File: config.mk
export PLATFORM = sky130hd
export DESIGN_NAME = mux2to1_arbiter
export DESIGN_NICKNAME = d
export VERILOG_FILES = /design/src/rtl/mux2to1_arbiter.sv
export SDC_FILE = /design/constraint.sdc
export NUM_CORES = 1
export LEC_CHECK = 0
export CAP_MARGIN = 30
export CELL_PAD_IN_SITES_DETAIL_PLACEMENT = 1
export CELL_PAD_IN_SITES_GLOBAL_PLACEMENT = 1
export CORE_AREA = 2 2 39 41
export CTS_BUF_LIST = sky130_fd_sc_hd__clkbuf_4
export DETAILED_ROUTE_END_ITERATION = 10
export DIE_AREA = 0 0 41 43
export GPL_TIMING_DRIVEN = 0
export HOLD_SLACK_MARGIN = 0.12
export PLACE_DENSITY_LB_ADDON = 0.3
export SLEW_MARGIN = 5
export SYNTH_ARGS = -nofsm -noshare
export SYNTH_HDL_FRONTEND = slang
export SYNTH_SLANG_ARGS = --single-unit
File: constraint.sdc
create_clock -name CLK -period 1.8 [get_ports CLK]
set_input_delay 0.27 -clock CLK [delete_from_list [all_inputs] [get_ports CLK]]
set_output_delay 0.27 -clock CLK [all_outputs]
set_load 0.02 [all_outputs]
File: src/rtl/mux2to1_arbiter.sv
// Two-requester round-robin arbiter driving a registered-select 2:1 mux.
// Define MUX_ARB_TIMEOUT_EN to cap each grant at MAX_HOLD cycles while the other side waits.
module mux2to1_arbiter #(
  parameter int unsigned W        = 1,
  parameter int unsigned MAX_HOLD = 4
) (
  input  logic         CLK,
  input  logic         RST_N,
  input  logic         REQ0,
  input  logic         REQ1,
  input  logic [W-1:0] X,
  input  logic [W-1:0] Y,
  output logic         GNT0,
  output logic         GNT1,
  output logic         S,
  output logic [W-1:0] Q,
  output logic         VALID
);

  // One-hot grant encoding lets GNT0/GNT1 come straight off state flops.
  typedef enum logic [1:0] {
    IDLE   = 2'b00,
    GRANT0 = 2'b01,
    GRANT1 = 2'b10
  } state_t;

  state_t state, state_nxt;
  logic   last;
  logic   expired;

  if (MAX_HOLD < 2 || MAX_HOLD > 255) begin : g_bad_hold
    $error("mux2to1_arbiter: MAX_HOLD must be in 2..255");
  end

`ifdef MUX_ARB_TIMEOUT_EN
  localparam logic [7:0] HOLD_LAST = 8'(MAX_HOLD - 1);
  logic [7:0] hold_cnt;

  always_ff @(posedge CLK or negedge RST_N) begin
    if (!RST_N) begin
      hold_cnt <= '0;
    end else if (state_nxt != state || state_nxt == IDLE) begin
      hold_cnt <= '0;
    end else if (hold_cnt != HOLD_LAST) begin
      hold_cnt <= hold_cnt + 8'd1;
    end
  end

  assign expired = (hold_cnt == HOLD_LAST);
`else
  assign expired = 1'b0;
`endif

  always_comb begin
    state_nxt = state;
    case (state)
      IDLE: begin
        if (REQ0 && REQ1) state_nxt = last ? GRANT0 : GRANT1;
        else if (REQ0)    state_nxt = GRANT0;
        else if (REQ1)    state_nxt = GRANT1;
      end
      GRANT0: begin
        if (REQ0 && !(expired && REQ1)) state_nxt = GRANT0;
        else if (REQ1)                  state_nxt = GRANT1;
        else                            state_nxt = IDLE;
      end
      GRANT1: begin
        if (REQ1 && !(expired && REQ0)) state_nxt = GRANT1;
        else if (REQ0)                  state_nxt = GRANT0;
        else                            state_nxt = IDLE;
      end
      default: state_nxt = IDLE;
    endcase
  end

  // S and last only move when a grant is (re)taken, so S holds through IDLE.
  always_ff @(posedge CLK or negedge RST_N) begin
    if (!RST_N) begin
      state <= IDLE;
      last  <= 1'b1;
      S     <= 1'b0;
    end else begin
      state <= state_nxt;
      if (state_nxt == GRANT0) begin
        last <= 1'b0;
        S    <= 1'b0;
      end else if (state_nxt == GRANT1) begin
        last <= 1'b1;
        S    <= 1'b1;
      end
    end
  end

  assign GNT0  = state[0];
  assign GNT1  = state[1];
  assign VALID = GNT0 | GNT1;
  assign Q     = (~{W{S}} & X) | ({W{S}} & Y);

endmodule

==> impl_results.md <==
* Total power at 541 uW
* Commonest non-fill, non-tap cell in the layout: clkdlybuf4s50_1
* Vias in the first global route at 219
* Mapped Cells at 19
* CP arrival at 1270 ps
* Cts hold-fix bufs at 0
* # DRC at 0
* Simple-Gate Fraction of Synth Area at 18.2%
* Seq/Total Area, Yosys at around 48%
* Yosys warns at 0
* Commonest cells after routing, fill and taps aside: clkdlybuf4s50_1, clkbuf_4, dfrtp_1
* Clk root buf: clkbuf_4
* CP Max Fanout at 5
* Initial DRC Count at 0
* CP bufs+invs at 1
* Hold Vio Cnt, Final at 0
* Drt total wl at 515 um
* Post-synthesis net count at 26
* Routed WL per cell at ~11 um
* Crit-path slowest cell: clkdlybuf4s50_1
* Ant diodes at 0
* Initial Utilization at approximately 15%
* Avg Cell Area, Syn at 11.2 um^2
* Tcrit/Tclk final at 85.5%
* Reg clk slew, reported paths at 50 ps
* Gr usage total at under 10%
* Post-Synth XOR/XNOR Area at 0%
* Static Leakage at 0.184 nW
* Initial antenna violation count at 0
* Critical path type: register to output port
* Post-CTS Setup Inserts at 0
* Mux contribution to synthesized area at around 10%
* CP max stage delay at approximately 620 ps
* Core footprint at 1380 um^2
* First-pass GRT wire length at 890 um
* Setup TNS at 0 ps
* PwrDens at around 1500 nW/um^2
* Slew Limit Fails at 0
* Worst path cell trace: clkdlybuf4s50_1
* WP data required at roughly 1500 ps
* Worst skew pair latency at 250 ps
* Layout net count at 41
* Die H at 43 um
* Largest family of logic cells by synthesized area: simple AND/OR/NAND/NOR gates
* Routed met1 length at around 220 um
* CP delay by family, top: buffers and inverters
* Clock tree sinks at 4
* Area growth syn-to-layout at 72.9%
* Clock Skew at 14.3 ps
* Peak supply drop at 0.534 mV
* Run status: finished, final reports clean
* Synth Area in Compound Gates at 16.5%
* Final core utilization at between 20% and 30%
* CTS Buffer Depth at 2
* Largest net degree at the start of global routing at 6
* Boundary pin count at 11
* Share of layout cells above drive strength 1 at 21.2%
* Routed vias/inst at 3.96
* H-tree depth at 1
* Post-Synth Adder-Cell Area at 5.88%
* Final setup vio count at 0
* Cell row count at 14
* Die X at 41 um
* Combined area of the multi-input logic cells at between 100 and 150 um^2
* Full die area at 1760 um^2
* Synth Cell Area at 213 um^2
* Yosys reg bits at 4
* Cell variety after synth at 17
* Endpoint type of the worst setup path: output port
* # port buffers at 10
* Met3 wire length at 80 um
* Unrepaired setup endpoints after global routing: false
* # fillers at 163
* Top layer in use: met3
* Detail Route Antenna Nets at 0
* Least-Margin Pin Slew at 231 ps
* Worst setup SP type: register
* MaxCap Viol Count at 0
* Slew margin rel. at roughly 85%
* DR pass1 iterations at 1
* Via count at 194
* Gr ovfl total at 0
* TritonCTS clock tree: built
* Highest clock rate at 0.650 GHz
* Num CTS Buffers at 3
* CTS resizes at 0
* Gpl congestion at just under 0.6
* Seq. cell area at 101 um^2
* Hold Crit Class: input pin to async pin
* WL met2 at 216 um
* Final min period at between 1500 and 2000 ps
[per-stage QoR]
step | worst slack [ps] | std cells | cell area, um^2 | hold slack (ps)
floorplan | 393 | 19 | 213 | -25.6
global placement | 43.4 | 45 | 333 | 472
detailed placement | 37.2 | 45 | 333 | 481
CTS | 10.5 | 49 | 363 | 226
global route | 191 | 49 | 368 | 234
finish | 260 | 49 | 368 | 228
[sequential cells by signal (all words and copies together) (netlist names)]
signal  cells
S           1
state       2
last        1
[layer usage]
metal  vias up  track usage (%)
met1        85             9.42
met4         0             6.00
met2        13             9.38
met5         -                0
li1         96                -
met3         0             6.81
[layout make-up]
class / instances / area share, %
inverter: 1 / 1.02
multi-input combinational: 14 / 29.3
timing repair buffer: 10 / 28.6
clock buffer: 4 / 8.16
sequential: 4 / 27.6
tap: 16 / 5.44
[cell families (layout without fill, tap and decap cells)]
logic type	Yosys count	after routing
muxes	2	2
buffers and inverters	1	15
DFF	4	4
adders and majority gates	1	1
and+or+nand+nor	6	6
AOI/OAI and AO/OA	5	5
[report_power, final]
group | total (mW) | internal (mW) | switching, mW
registers | 0.160 | 0.129 | 0.0306
clock network | 0.144 | 0.0988 | 0.0454
logic | 0.236 | 0.126 | 0.110
[final timing paths]
kind | slack [ps] | cells past startpoint | from | endpoint
max | 260 | 1 | state[0]$_DFF_PN0_ | GNT0
min | 230 | 1 | RST_N | state[1]$_DFF_PN0_
max reg2reg | 400 | 5 | state[0]$_DFF_PN0_ | S$_DFFE_PN0P_
min reg2reg | 480 | 2 | last$_DFFE_PN1P_ | last$_DFFE_PN1P_
max in group asynchronous | 1310 | 1 | RST_N | last$_DFFE_PN1P_
min in group CLK | 480 | 2 | last$_DFFE_PN1P_ | last$_DFFE_PN1P_
[synthesized netlist by cell type]
master | count | area [um^2]
inv_1 | 1 | 3.75
o21a_1 | 1 | 7.51
ha_1 | 1 | 12.5
a21o_1 | 1 | 7.51
o21ba_1 | 1 | 10.0
or2_2 | 1 | 6.26
mux2_1 | 1 | 11.3
nand2b_1 | 1 | 6.26
nor2b_1 | 1 | 6.26
o21ai_0 | 1 | 5.00
a21oi_1 | 1 | 5.00
dfstp_2 | 1 | 26.3
mux2i_1 | 1 | 10.0
nor2_1 | 1 | 3.75
dfrtp_1 | 3 | 75.1
nand2_1 | 1 | 3.75
nor3b_2 | 1 | 12.5
(Power assumes the default switching activity.)
